`src/rtl/elevator_pkg.sv`:
```
// elevator_pkg: shared types, floor limits and pending-request helpers for the elevator controller
package elevator_pkg;
  typedef enum logic [1:0] {IDLE, MOVE_UP, MOVE_DOWN, DOOR_OPEN} state_t;
  typedef enum logic {UP, DOWN} dir_t;
  localparam logic [1:0] FLOOR_MIN = 2'd1;
  localparam logic [1:0] FLOOR_MAX = 2'd3;
  localparam int NUM_FLOORS = 3;
  function automatic logic [NUM_FLOORS-1:0] floor_mask(input logic [1:0] f);
    return 3'b001 << (f - 2'd1);
  endfunction
  function automatic logic above(input logic [NUM_FLOORS-1:0] p, input logic [1:0] f);
    return |(p >> f);
  endfunction
  function automatic logic below(input logic [NUM_FLOORS-1:0] p, input logic [1:0] f);
    return |(p & (floor_mask(f) - 3'd1));
  endfunction
endpackage

```
`src/rtl/request_register.sv`:
```
// request_register: latches floor calls and drops the served floor while its door is open
module request_register
  import elevator_pkg::*;
(
  input  logic       clk,
  input  logic       reset_n,
  input  logic [2:0] buttons,
  input  logic       clear_en,
  input  logic [1:0] floor,
  output logic [2:0] pending,
  output logic       req_above,
  output logic       req_below
);
  logic [2:0] pending_d, pending_q;
  always_comb pending_d = (pending_q | buttons) & ~(clear_en ? floor_mask(floor) : 3'b000);
  always_ff @(posedge clk) pending_q <= !reset_n ? 3'b000 : pending_d;
  assign pending = pending_q;
  assign req_above = above(pending_q, floor);
  assign req_below = below(pending_q, floor);
endmodule

```
`src/rtl/elevator_controller.sv`:
```
// elevator_controller: direction-preferring collective scheduler for a three-floor car
module elevator_controller
  import elevator_pkg::*;
#(
  parameter int TRAVEL_TICKS = 4,
  parameter int DOOR_TICKS = 6
) (
  input  logic       clk,
  input  logic       reset_n,
  input  logic       tick,
  input  logic       button1,
  input  logic       button2,
  input  logic       button3,
  output logic [1:0] floor,
  output logic       moving_up,
  output logic       moving_down,
  output logic       door_open,
  output logic [2:0] pending
);
  localparam int MAX_TICKS = TRAVEL_TICKS > DOOR_TICKS ? TRAVEL_TICKS : DOOR_TICKS;
  localparam int CW = MAX_TICKS > 2 ? $clog2(MAX_TICKS) : 1;
  localparam logic [CW-1:0] TRAVEL_LAST = CW'(TRAVEL_TICKS - 1);
  localparam logic [CW-1:0] DOOR_LAST = CW'(DOOR_TICKS - 1);
  state_t state_d, state_q;
  dir_t dir_d, dir_q;
  logic [1:0] floor_d, floor_q, next_floor;
  logic [CW-1:0] cnt_d, cnt_q;
  logic [2:0] buttons, pending_w;
  logic req_above, req_below, up_q, down_q, door_q;
  assign buttons = {button3, button2, button1};
  request_register u_req (
    .clk(clk),
    .reset_n(reset_n),
    .buttons(buttons),
    .clear_en(state_q == DOOR_OPEN),
    .floor(floor_q),
    .pending(pending_w),
    .req_above(req_above),
    .req_below(req_below)
  );
  always_comb begin
    state_d = state_q;
    dir_d = dir_q;
    floor_d = floor_q;
    cnt_d = cnt_q;
    next_floor = state_q == MOVE_UP ? floor_q + 2'd1 : floor_q - 2'd1;
    case (state_q)
      IDLE: begin
        cnt_d = '0;
        if (|(pending_w & floor_mask(floor_q))) state_d = DOOR_OPEN;
        else if (req_above && (dir_q == UP || !req_below)) begin
          state_d = MOVE_UP;
          dir_d = UP;
        end else if (req_below) begin
          state_d = MOVE_DOWN;
          dir_d = DOWN;
        end
      end
      MOVE_UP, MOVE_DOWN: if (tick) begin
        cnt_d = cnt_q + 1'b1;
        if (cnt_q == TRAVEL_LAST) begin
          floor_d = next_floor;
          cnt_d = '0;
          state_d = |(pending_w & floor_mask(next_floor)) ? DOOR_OPEN
                  : (state_q == MOVE_UP ? above(pending_w, next_floor) : below(pending_w, next_floor)) ? state_q
                  : IDLE;
        end
      end
      DOOR_OPEN: begin
        if (|(buttons & floor_mask(floor_q))) cnt_d = '0;
        else if (tick) begin
          cnt_d = cnt_q + 1'b1;
          if (cnt_q == DOOR_LAST) begin
            state_d = IDLE;
            cnt_d = '0;
          end
        end
      end
      default: state_d = IDLE;
    endcase
  end
  always_ff @(posedge clk) begin
    if (!reset_n) begin
      state_q <= IDLE;
      dir_q <= UP;
      floor_q <= FLOOR_MIN;
      cnt_q <= '0;
      up_q <= 1'b0;
      down_q <= 1'b0;
      door_q <= 1'b0;
    end else begin
      state_q <= state_d;
      dir_q <= dir_d;
      floor_q <= floor_d;
      cnt_q <= cnt_d;
      up_q <= state_d == MOVE_UP;
      down_q <= state_d == MOVE_DOWN;
      door_q <= state_d == DOOR_OPEN;
    end
  end
  always_ff @(posedge clk)
    if (reset_n) assert (!(state_q == MOVE_UP && floor_q == FLOOR_MAX) && !(state_q == MOVE_DOWN && floor_q == FLOOR_MIN));
  assign floor = floor_q;
  assign moving_up = up_q;
  assign moving_down = down_q;
  assign door_open = door_q;
  assign pending = pending_w;
endmodule

```
`config.mk`:
```
export PLATFORM = sky130hd
export DESIGN_NAME = elevator_controller
export DESIGN_NICKNAME = d
export VERILOG_FILES = /design/src/rtl/elevator_pkg.sv /design/src/rtl/request_register.sv /design/src/rtl/elevator_controller.sv
export SDC_FILE = /design/constraint.sdc
export NUM_CORES = 1
export LEC_CHECK = 0
export ABC_CLOCK_PERIOD_IN_PS = 3300
export BUFFER_PORTS_ARGS = -buffer_cell sky130_fd_sc_hd__buf_2
export CAP_MARGIN = 10
export CORE_ASPECT_RATIO = 1.2
export CORE_UTILIZATION = 50
export CTS_CLUSTER_DIAMETER = 80
export DETAILED_ROUTE_END_ITERATION = 6
export HOLD_SLACK_MARGIN = 0.08
export PLACE_DENSITY = 0.81
export SETUP_SLACK_MARGIN = 0.3
export SYNTH_ARGS = -nofsm -noshare
export SYNTH_HDL_FRONTEND = slang
export SYNTH_SLANG_ARGS = --single-unit
```
`constraint.sdc`:
```
create_clock -name clk -period 3.3 [get_ports clk]
set_input_delay 0.66 -clock clk [delete_from_list [all_inputs] [get_ports clk]]
set_output_delay 0.66 -clock clk [all_outputs]
set_load 0.05 [all_outputs]
```
* Yosys cells after proc, flatten, opt, wreduce, memory -nomap -nowiden
Cells that the tools add are included.
** Operators by class
- $add $sub $neg :: 6
- Eq/ne operators :: 10
- Shift operators :: 4
- Muxes and demuxes :: 22
- Bitwise operators :: 10
- Reduce and logical (&&, ||, !) cells :: 16
** Operators by type and width (count)
- $mux W2 :: 11
- $reduce_or A3 Y1 :: 7
- $and A3 B3 Y3 :: 6
- $mux W3 :: 6
- $pmux W3 S3 :: 1
- $eq A2 B2 Y1 const B :: 4
- $pmux W2 S3 :: 1
- $reduce_and A3 Y1 :: 2
- $shl A1 B2 Y3 const A :: 2
- $shr A3 B2 Y3 :: 2
- $sub A3 B1 Y3 const B :: 2
- $eq A2 B1 Y1 const B :: 2
- $sub A2 B1 Y2 const B :: 2
- $add A3 B1 Y3 const B :: 1
- $eq A3 B2 Y1 const B :: 1
- $eq A3 B3 Y1 const B :: 1
- $mux W1 :: 3
- $ne A3 B3 Y1 const B :: 1
- $not A3 Y3 :: 1
- $or A3 B3 Y3 :: 1
- $add A2 B1 Y2 const B :: 1
- $logic_not A2 Y1 :: 1
- $ne A2 B2 Y1 const B :: 1
- $not A1 Y1 :: 2
- other kinds (6) :: 6
** Storage, ports and cells
- Register bits after elaboration :: 14
- Input port bits :: 6
- Output and inout bits :: 8
- Logic and storage cells :: 76

* Logic depth before layout (Yosys ltp)
Gate-level depths: netlist of run 1.
- Depth after elaboration :: 14
- Gate-level depth with buffers :: 12
- Gate-level depth less buffers :: 12

* Cells and area by module
From an unflattened synthesis of run 1, not the netlist that was laid out.
** Second synthesis, totals
- Cell total of the unflattened synthesis :: 141
- Area, all modules :: 1138.6 um^2
** Modules (own cells, without submodules)
- elevator_controller :: instances 1, cells an instance 119, area each 942.2 um^2, seq. area each 220.2 um^2
- request_register :: instances 1, cells an instance 22, area each 196.4 um^2, seq. area each 60.1 um^2

* Worst setup path after synthesis of run 1
OpenSTA, ideal clock, no wires.
- Kind :: register to register
- From :: register floor_q[0] (netlist: floor[0])
- To :: register door_q (netlist: door_open)
- Setup time :: 0.090 ns
- Data arrival time :: 2.893 ns
- Required time :: 3.210 ns
- Slack :: 0.317 ns
- Stages on the path, launching flop included :: 10
- Buffers on the path :: 1
- Period minus slack after synthesis :: 2.983 ns
- Path through :: dfxtp_1 clkbuf_1 inv_1 ha_1 xnor2_1 ha_1 o221a_2 or3_1 a21oi_4 nor4bb_2
** Between the ends
- Cells in the longest elaborated chain, start to end :: 14
- Elaborated cells between the ends (all ways) :: 36
- Those cells by class :: 5 x add/sub; 1 x eq/ne; 4 x shift; 11 x mux; 5 x bitwise; 10 x reduce/logical
** Ends and longest elaborated chain
- from (decl) :: RTL line elevator_controller.sv:26 : logic [1:0] floor_d, floor_q, next_floor;
- from (signal assigned) :: RTL line elevator_controller.sv:94 : floor_q <= floor_d;
- $sub A2 B1 Y2 / $add A2 B1 Y2 (equally long branches) :: RTL line elevator_pkg.sv:9, elevator_controller.sv:46
- $mux W2 :: RTL line elevator_controller.sv:46 : next_floor = state_q == MOVE_UP ? floor_q + 2'd1 : floor_q - 2'd1;
- $sub A2 B1 Y2 :: RTL line elevator_pkg.sv:9 : return 3'b001 << (f - 2'd1);
- $shl A1 B2 Y3 :: RTL line elevator_pkg.sv:9
- $sub A3 B1 Y3 :: RTL line elevator_pkg.sv:15 : return |(p & (floor_mask(f) - 3'd1));
- $and A3 B3 Y3 :: RTL line elevator_pkg.sv:15
- $reduce_or A3 Y1 :: RTL line elevator_pkg.sv:15
- $mux W1 :: RTL line elevator_controller.sv:65 : : (state_q == MOVE_UP ? above(pending_w, next_floor) : below(pending_w, next_floor)) ? state_q
- $mux W2 :: RTL line elevator_controller.sv:65
- $mux W2 :: RTL line elevator_controller.sv:64 : state_d = |(pending_w & floor_mask(next_floor)) ? DOOR_OPEN
- $mux W2 :: RTL line elevator_controller.sv:61 : if (cnt_q == TRAVEL_LAST) begin
- $mux W2 :: RTL line elevator_controller.sv:59 : MOVE_UP, MOVE_DOWN: if (tick) begin
- $pmux W2 S3 (*) :: RTL line elevator_controller.sv:47 : case (state_q)
- $eq A2 B2 Y1 (*) :: RTL line elevator_controller.sv:98 : door_q <= state_d == DOOR_OPEN;
- to (signal assigned) :: RTL line elevator_controller.sv:90 : door_q <= 1'b0;
- to (signal assigned) :: RTL line elevator_controller.sv:98
- to (decl) :: RTL line elevator_controller.sv:29 : logic req_above, req_below, up_q, down_q, door_q;
Mark *: on every way between the ends. The rest lies on a longest branch, timed or not.
A chain may end at the register's enable or synchronous reset.

* Worst setup path in the final report of run 1
Ends and elaborated chain as after synthesis.

==> flow_metrics.env, run 1 <==
export IMPL_status="finished clean"
export IMPL_max_freq_mhz=377
export IMPL_hold_viol=0
export IMPL_clk_latency_ps=290
export IMPL_diodes=0
export IMPL_worstPathArrival_ps=2860
export IMPL_p_total_mw=0.924
export IMPL_crit_path_end_kind="flip-flop"
export IMPL_cts_buffers=3
export IMPL_clk_pin_slew_worst_paths_ps=80
export IMPL_min_path_type="reg -> reg"
export IMPL_dp_cells=176
export IMPL_die_area_um2=2420
export IMPL_htreeDepth=1
export IMPL_finalWirelength_um=2500
export IMPL_dr_pass1_iters=5
export IMPL_required_ps=3510
export IMPL_port_buffer_count=13
export IMPL_final_cells=180
export IMPL_cts_root_buffer="clkbuf_4"
export IMPL_slew_violations=0
export IMPL_rsz0062_at_grt="false"
export IMPL_power_density_nw_per_um2=744
export IMPL_ir_drop_mv=0.463
export IMPL_grt_pass1_vias=949
export IMPL_fin_skew_ps=0.687
export IMPL_drc=0
export IMPL_synth_area_leaders="dfxtp_1, ha_1, a21oi_1"
export IMPL_timing_rr_start="floor[0]$_SDFFE_PN1P_"
export IMPL_via_per_inst=5.80
export IMPL_final_nets=172
export IMPL_synth_cell_type_count=43
export IMPL_start_util=0.537
export IMPL_wl_per_cell_um=13.9
export IMPL_hold_path_depth=2
export IMPL_slew_headroom=0.622
export IMPL_r2r_setup_slack_ps=650
export IMPL_r2r_cells=8
export IMPL_crit_path_max_incr_delay_ps=460
export IMPL_synth_edf_count=0
export IMPL_worst_pin_slew_ps=567
export IMPL_coreArea_um2=2070
export IMPL_cp_slowest_cell="dfxtp_2"
export IMPL_synth_most_common_cell="ha_1"
export IMPL_syn_area_um2=1110
export IMPL_hold_end="cnt_q[0]$_SDFFE_PN0P_"
export IMPL_first_iter_violations=63
export IMPL_die_h_um=53.7
export IMPL_cts_tree="done"
export IMPL_mappedNetlistNets=157
export IMPL_ant_nets=0
export IMPL_synth_common_cells="ha_1, dfxtp_1, nand2_1"
export IMPL_p_leak_nw=0.552
export IMPL_async_flop_share=0
export IMPL_stdcell_area_um2=1240
export IMPL_grt_usage=0.235
export IMPL_avgSynthCellArea_um2=8.19
export IMPL_drive_above_1_share=0.173
export IMPL_yosys_area_top_type_share=0.252
export IMPL_cp_common_cell="ha_1"
export IMPL_syn_inst=136
export IMPL_setup_tns_ps=0
export IMPL_worstReg2RegEnd="door_open$_SDFF_PN0_"
export IMPL_crit_chain="inv_1 -> ha_1 -> xnor2_1 -> ha_1 -> o221a_2 -> or3_1 -> a21oi_4 -> nor4bb_2"
export IMPL_clk_path_buf_depth=2
export IMPL_detailed_place_area_um2=1200
export IMPL_startpoint_type="flip-flop"
export IMPL_syn_to_final_growth_pct=11.6
export IMPL_grt_antenna_before_repair=0
export IMPL_setup_viol=0
export IMPL_yosysTopAreaCell="dfxtp_1"
export IMPL_crit_type="reg -> reg"
export IMPL_hold_buffers=0
export IMPL_io_pins=14
export IMPL_die_w_um=45.1
export IMPL_grt_max_degree=15
export IMPL_cp_max_fo=11
export IMPL_synth_main_ff_cell="dfxtp_1"
export IMPL_clock_sinks=14
export IMPL_min_from="cnt_q[0]$_SDFFE_PN0P_"
export IMPL_yosysWarnings=0
export IMPL_cap_violations=0
export IMPL_nFillCells=187
export IMPL_num_vias=1044
export IMPL_period_needed_ps=2650
export IMPL_dp_hpwl_um=1930
export IMPL_ys_seq_area_frac=0.252
export IMPL_grt_pass1_wl_um=4080
export IMPL_post_route_period_util=0.803
export IMPL_fp_row_count=18
export IMPL_overflow=0
export IMPL_synth_seq_cells=14
export IMPL_gp_congestion=0.894
[per-stage QoR]
step | setup WS [ps] | hold WS, ps | util
global placement | 673 | 566 | 0.582
detailed placement | 537 | 579 | 0.582
CTS | 517 | 590 | 0.599
floorplan | 317 | 534 | -
finish | 649 | 587 | 0.600
global route | 442 | 626 | 0.600
[layer usage]
metal | global-route usage | vias to the layer above | share of wire
met5 | 0 | - | 0
met4 | 0.126 | 0 | 0.017
met3 | 0.0403 | 5 | 0.057
met2 | 0.406 | 43 | 0.51
met1 | 0.273 | 477 | 0.42
li1 | - | 519 | -
[kinds of logic after synthesis]
family | share of synthesized area
adders and majority gates | 0.169
buffers and inverters | 0.0539
muxes | 0.00899
DFF | 0.252
xor gates and xnor gates | 0.00787
AOI/OAI and AO/OA | 0.292
and+or+nand+nor | 0.217
[state kept, by name (all words and copies together), names as in the netlist]
register / cells
cnt_q: 3
u_req.pending: 3
moving_up: 1
moving_down: 1
dir_q: 1
state_q: 2
door_open: 1
floor: 2
[critical path: cells and delay by family (launching register included)]
| family | cells | cell delay, ps |
|---|---|---|
| adders and majority gates | 2 | 680 |
| and+or+nand+nor | 2 | 560 |
| DFF | 1 | 460 |
| AOI/OAI and AO/OA | 2 | 450 |
| xor gates and xnor gates | 1 | 300 |
| buffers and inverters | 1 | 120 |
[cell type report]
| class | count | area [um2] | share of cell area |
|---|---|---|---|
| well taps | 30 | 37.5 | 0.0302 |
| multi-input cells | 106 | 773 | 0.622 |
| repair buffers | 13 | 65.1 | 0.0524 |
| inverters | 13 | 48.8 | 0.0393 |
| flip-flops and latches | 14 | 282 | 0.227 |
| clock buffers | 4 | 36.3 | 0.0292 |
[power breakdown]
group | switching, mW | leakage (nW) | internal (mW)
Sequential | 0.0334 | 0.114 | 0.203
Clock | 0.0600 | 0.0210 | 0.0674
Combinational | 0.348 | 0.417 | 0.213
Total | 0.441 | 0.552 | 0.483
[what timing repair did]
action,CTS,global route
endpoints found under the setup margin,0,1
buffers inserted,0,0
resized for setup,0,1
endpoints found under the hold margin,0,0
[worst max-delay path by stage]
stage,start,end,slack [ps],cells past startpoint
6_report,floor[0]$_SDFFE_PN1P_,door_open$_SDFF_PN0_,650,8
5_1_grt,floor[0]$_SDFFE_PN1P_,door_open$_SDFF_PN0_,440,8
4_1_cts,floor[0]$_SDFFE_PN1P_,door_open$_SDFF_PN0_,520,8
3_5_place_dp,floor[0]$_SDFFE_PN1P_,door_open$_SDFF_PN0_,540,8
3_3_place_gp,floor[0]$_SDFFE_PN1P_,door_open$_SDFF_PN0_,670,8
2_1_floorplan,floor[0]$_SDFFE_PN1P_,door_open$_SDFF_PN0_,320,9
[layout by cell type, fill, tap and decap left out, drive strengths merged, types with 2 or more instances in the layout]
cell type,n
o211a,2
nor2b,3
a222oi,2
nand2b,4
ha,15
dfxtp,14
o21ai,11
a22oi,2
and2,2
o22ai,2
nand3,5
a21oi,12
clkbuf,4
nand2,14
a211oi,2
inv,13
nor2,8
buf,13
Power figures use the tool's default switching activity.
==> inputs of run 2 (changes only) <==
Settings changed: ABC_CLOCK_PERIOD_IN_PS 3300 to 2690.
Clock period 3.3 ns to 2.69 ns, I/O delays scaled along.
==> run 2 against run 1 <==
  * Clock power grew 26%
  * Count of clock-buffer cells in the layout stayed put
  * First-iteration DRC count decreased by 24%
  * Sequential cell count is the same
  * Largest cell class unchanged
==> flow_metrics.env, run 2 (synthesized netlist as in run 1, its figures left out) <==
export IMPL_dp_hpwl_um=1880
export IMPL_stdcell_area_um2=1330
export IMPL_drc=0
export IMPL_crit_path_end_kind="flip-flop"
export IMPL_grt_usage=0.238
export IMPL_r2r_setup_slack_ps=370
export IMPL_fp_row_count=18
export IMPL_status="finished clean"
export IMPL_hold_path_depth=2
export IMPL_drive_above_1_share=0.268
export IMPL_dr_pass1_iters=4
export IMPL_cap_violations=0
export IMPL_coreArea_um2=2070
export IMPL_setup_tns_ps=0
export IMPL_cts_tree="done"
export IMPL_rsz0062_at_grt="true"
export IMPL_io_pins=14
export IMPL_timing_rr_start="state_q[1]$_SDFF_PN0_"
export IMPL_fin_skew_ps=4.20
export IMPL_worstPathArrival_ps=2540
export IMPL_finalWirelength_um=2700
export IMPL_start_util=0.537
export IMPL_startpoint_type="flip-flop"
export IMPL_max_freq_mhz=431
export IMPL_hold_end="floor[0]$_SDFFE_PN1P_"
export IMPL_r2r_cells=10
export IMPL_worstReg2RegEnd="door_open$_SDFF_PN0_"
export IMPL_num_vias=1078
export IMPL_crit_chain="inv_2 -> ha_4 -> nand2b_1 -> nand2_1 -> inv_1 -> ha_1 -> o221a_2 -> or3_4 -> a21oi_4 -> nor4bb_2"
export IMPL_detailed_place_area_um2=1230
export IMPL_clk_pin_slew_worst_paths_ps=90
export IMPL_regArea_um2=288
export IMPL_slew_violations=0
export IMPL_power_density_nw_per_um2=918
export IMPL_die_area_um2=2420
export IMPL_worst_pin_slew_ps=417
export IMPL_final_cell_mix="nand2_1, buf_2, ha_1"
export IMPL_cts_root_buffer="clkbuf_4"
export IMPL_p_leak_nw=0.575
export IMPL_period_needed_ps=2320
export IMPL_slew_headroom=0.715
export IMPL_clk_latency_ps=300
export IMPL_clk_path_buf_depth=2
export IMPL_min_from="reset_n"
export IMPL_grt_antenna_before_repair=0
export IMPL_wl_per_cell_um=14.8
export IMPL_grt_pass1_vias=894
export IMPL_multiInputGateArea_um2=835
export IMPL_required_ps=2910
export IMPL_cp_max_fo=6
export IMPL_ant_nets=0
export IMPL_crit_path_max_incr_delay_ps=380
export IMPL_die_h_um=53.7
export IMPL_crit_type="reg -> reg"
export IMPL_first_iter_violations=48
export IMPL_cp_slowest_cell="dfxtp_2"
export IMPL_final_common_cell="nand2_1"
export IMPL_htreeDepth=1
export IMPL_hold_viol=0
export IMPL_clock_sinks=14
export IMPL_overflow=0
export IMPL_min_path_type="in -> reg"
export IMPL_cts_buffers=3
export IMPL_port_buffer_count=13
export IMPL_whs_ps=546
export IMPL_hold_buffers=0
export IMPL_final_nets=175
export IMPL_grt_pass1_wl_um=4090
export IMPL_setup_viol=0
export IMPL_via_per_inst=5.89
export IMPL_syn_to_final_growth_pct=19.7
export IMPL_ir_drop_mv=0.586
export IMPL_grt_max_degree=15
export IMPL_gp_congestion=0.817
export IMPL_post_route_period_util=0.863
export IMPL_diodes=0
export IMPL_nFillCells=181
export IMPL_die_w_um=45.1
-- run 2: cell type report --
class,instances,share of cell area
clock buffers,4,0.0272
inverters,13,0.0366
multi-input cells,106,0.626
flip-flops and latches,14,0.216
well taps,30,0.0282
repair buffers,16,0.0657
-- run 2: power breakdown --
group,total (mW),internal [mW],switching (mW),leakage (nW)
sequential,0.302,0.252,0.0499,0.116
combinational,0.761,0.309,0.452,0.439
clock,0.160,0.0827,0.0776,0.0210
-- run 2: repair_timing --
item                       in CTS  in global routing
pin swaps                       1                  1
setup endpoints to repair       2                  5
setup buffers                   1                  2
gates resized for setup         1                  8
-- run 2: worst max path at each step --
stage | from | to | slack, ps | depth (start not counted)
after floorplan | floor[0]$_SDFFE_PN1P_ | door_open$_SDFF_PN0_ | 310 | 9
after global placement | state_q[1]$_SDFF_PN0_ | door_open$_SDFF_PN0_ | 310 | 10
after detailed placement | state_q[1]$_SDFF_PN0_ | door_open$_SDFF_PN0_ | 230 | 10
after CTS | state_q[1]$_SDFF_PN0_ | door_open$_SDFF_PN0_ | 280 | 10
after global routing | state_q[1]$_SDFF_PN0_ | door_open$_SDFF_PN0_ | 260 | 10
final | state_q[1]$_SDFF_PN0_ | door_open$_SDFF_PN0_ | 370 | 10
-- run 2: critical path, delay by kind of cell (launching register included) --
family	cells	cell delay, ps
flops	1	380
buf+inv	2	120
compound gates	2	470
simple gates	4	800
fa+ha+maj	2	470
-- run 2: per-layer routing --
layer,part of all wire,track usage,up-vias
li1,-,-,523
met1,0.42,0.284,511
met2,0.51,0.382,39
met3,0.053,0.0570,5
met4,0.021,0.146,0
met5,0,0,-
-- run 2: stage by stage --
step	instances	setup slack, ps	power, mW	util
floorplan	136	306	0.858	-
global placement	176	310	0.968	0.596
detailed placement	176	231	0.985	0.596
CTS	181	278	1.16	0.618
global route	183	264	1.30	0.643
finish	183	370	1.22	0.643
==> inputs of run 3 (changes only) <==
Settings changed: ABC_CLOCK_PERIOD_IN_PS 2690 to not set, CORE_ASPECT_RATIO 1.2 to not set, PLACE_DENSITY 0.81 to 0.7.
==> run 3 against run 2 <==
  * Via count about the same
  * Critical endpoint is now moving_down$_SDFF_PN0_
  * Combinational power up 7.2%
  * Global-route usage is 0.48 points lower
  * Critical path depth down 3
  * Sequential cell count unchanged
  * Sequential share of layout area down 0.49 points
  * Highest routed layer unchanged
  * Largest power group unchanged
  * First-iteration DRC count fell by 25%
  * Clock skew down 2.5 ps
==> flow_metrics.env, run 3 (synthesized netlist as in run 1, its figures left out) <==
export IMPL_status="finished clean"
export IMPL_max_freq_mhz=435
export IMPL_slew_violations=0
export IMPL_htreeDepth=1
export IMPL_diodes=0
export IMPL_pre_cts_ws_ps=222
export IMPL_hold_viol=0
export IMPL_p_total_mw=1.26
export IMPL_sw_frac_of_total=0.477
export IMPL_final_cell_mix="nand2_1, buf_2, a21oi_1, ha_1"
export IMPL_p_leak_nw=0.586
export IMPL_num_vias=1077
export IMPL_coreArea_um2=2020
export IMPL_post_route_period_util=0.855
export IMPL_r2r_cells=7
export IMPL_grt_antenna_before_repair=0
export IMPL_cts_tree="done"
export IMPL_cts_buffers=3
export IMPL_dp_cells=174
export IMPL_final_cells=182
export IMPL_clk_pin_slew_worst_paths_ps=90
export IMPL_worstPathArrival_ps=2540
export IMPL_drive_above_1_share=0.277
export IMPL_power_density_nw_per_um2=916
export IMPL_hold_end="u_req.pending[1]$_SDFF_PN0_"
export IMPL_fin_skew_ps=1.74
export IMPL_p_switching_mw=0.601
export IMPL_nFillCells=175
export IMPL_p_seq_frac=0.247
export IMPL_worstReg2RegEnd="moving_down$_SDFF_PN0_"
export IMPL_clk_path_buf_depth=2
export IMPL_internal_power_mw=0.659
export IMPL_finalWirelength_um=2730
export IMPL_r2r_setup_slack_ps=390
export IMPL_clkPwrFrac=0.106
export IMPL_dp_hpwl_um=2000
export IMPL_whs_ps=550
export IMPL_required_ps=2930
export IMPL_cp_max_fo=5
export IMPL_grt_max_degree=15
export IMPL_cap_violations=0
export IMPL_multiInputGateArea_um2=866
export IMPL_via_per_inst=5.92
export IMPL_start_util=0.551
export IMPL_ir_drop_mv=0.613
export IMPL_crit_path_end_kind="flip-flop"
export IMPL_cts_root_buffer="clkbuf_4"
export IMPL_stdcell_area_um2=1380
export IMPL_period_needed_ps=2300
export IMPL_crit_chain="inv_2 -> ha_1 -> a222oi_1 -> nand2_1 -> a41o_1 -> o221ai_1 -> o211a_1"
export IMPL_syn_to_final_growth_pct=23.5
export IMPL_min_from="button2"
export IMPL_comb_power_share=0.648
export IMPL_setup_viol=0
export IMPL_min_path_type="in -> reg"
export IMPL_first_iter_violations=36
export IMPL_die_w_um=49.2
export IMPL_grt_pass1_vias=979
export IMPL_rsz0062_at_grt="false"
export IMPL_crit_type="reg -> reg"
export IMPL_worst_slack_ps=390
export IMPL_wl_per_cell_um=15.0
export IMPL_grt_pass1_wl_um=4370
export IMPL_worst_pin_slew_ps=509
export IMPL_hold_path_depth=3
export IMPL_cp_slowest_cell="a222oi_1"
export IMPL_timing_rr_start="floor[1]$_SDFFE_PN0P_"
export IMPL_die_area_um2=2420
export IMPL_regArea_um2=290
export IMPL_clock_sinks=14
export IMPL_setup_tns_ps=0
export IMPL_io_pins=14
export IMPL_dr_pass1_iters=4
export IMPL_gp_congestion=0.823
export IMPL_slew_headroom=0.660
export IMPL_crit_path_max_incr_delay_ps=510
export IMPL_clk_latency_ps=290
export IMPL_startpoint_type="flip-flop"
export IMPL_detailed_place_area_um2=1240
export IMPL_die_h_um=49.2
export IMPL_fp_row_count=16
export IMPL_grt_usage=0.234
export IMPL_drc=0
export IMPL_ant_nets=0
export IMPL_fin_util=0.680
export IMPL_final_nets=177
export IMPL_overflow=0
export IMPL_port_buffer_count=13
==> run 3: repair_timing <==
action / in CTS / in global routing
buffers inserted: 0 / 4
resized for setup: 2 / 12
endpoints found under the setup margin: 4 / 5
gates cloned: 0 / 0
hold buffers: 0 / 0
pin swaps: 0 / 4
==> run 3: worst max-delay path by stage <==
stage          slack (ps)                      to  depth (start not counted)                   from
2_1_floorplan         310    door_open$_SDFF_PN0_                          9  floor[0]$_SDFFE_PN1P_
3_3_place_gp          310    door_open$_SDFF_PN0_                         10  state_q[1]$_SDFF_PN0_
3_5_place_dp          220    door_open$_SDFF_PN0_                         10  state_q[1]$_SDFF_PN0_
4_1_cts               320    door_open$_SDFF_PN0_                         10  state_q[1]$_SDFF_PN0_
5_1_grt               260  moving_down$_SDFF_PN0_                          7  floor[1]$_SDFFE_PN0P_
6_report              390  moving_down$_SDFF_PN0_                          7  floor[1]$_SDFFE_PN0P_
==> run 3: power by group through the flow <==
| stage | registers [mW] | logic (mW) | clock network, mW |
|---|---|---|---|
| finish | 0.311 | 0.816 | 0.133 |
| global route | 0.318 | 0.879 | 0.142 |
| CTS | 0.293 | 0.708 | 0.133 |
| detailed placement | 0.295 | 0.702 | 0 |
| global placement | 0.293 | 0.684 | 0 |
| floorplan | 0.360 | 0.498 | 0 |
==> run 3: area by class of cell <==
class / count / share of cell area
inverter: 13 / 0.0382
clock buffer: 4 / 0.0191
multi-input combinational: 106 / 0.630
tap: 27 / 0.0246
timing repair buffer: 18 / 0.0773
sequential: 14 / 0.211
==> run 3: worst max-delay path: cells and delay by family, from the launching register on <==
| family | cells | cell delay (ps) |
|---|---|---|
| AND/OR/NAND/NOR | 1 | 220 |
| adder cells (fa/ha/maj) | 1 | 230 |
| AO/OA/AOI/OAI | 4 | 1330 |
| flip-flops | 1 | 380 |
| buffers and inverters | 1 | 70 |
==> run 3: layer usage <==
metal / vias up / track usage / routed length, um
li1: 531 / - / -
met1: 513 / 0.308 / 1230
met2: 29 / 0.393 / 1350
met3: 4 / 0.0374 / 135
met4: 0 / 0.0588 / 25
met5: - / 0 / 0
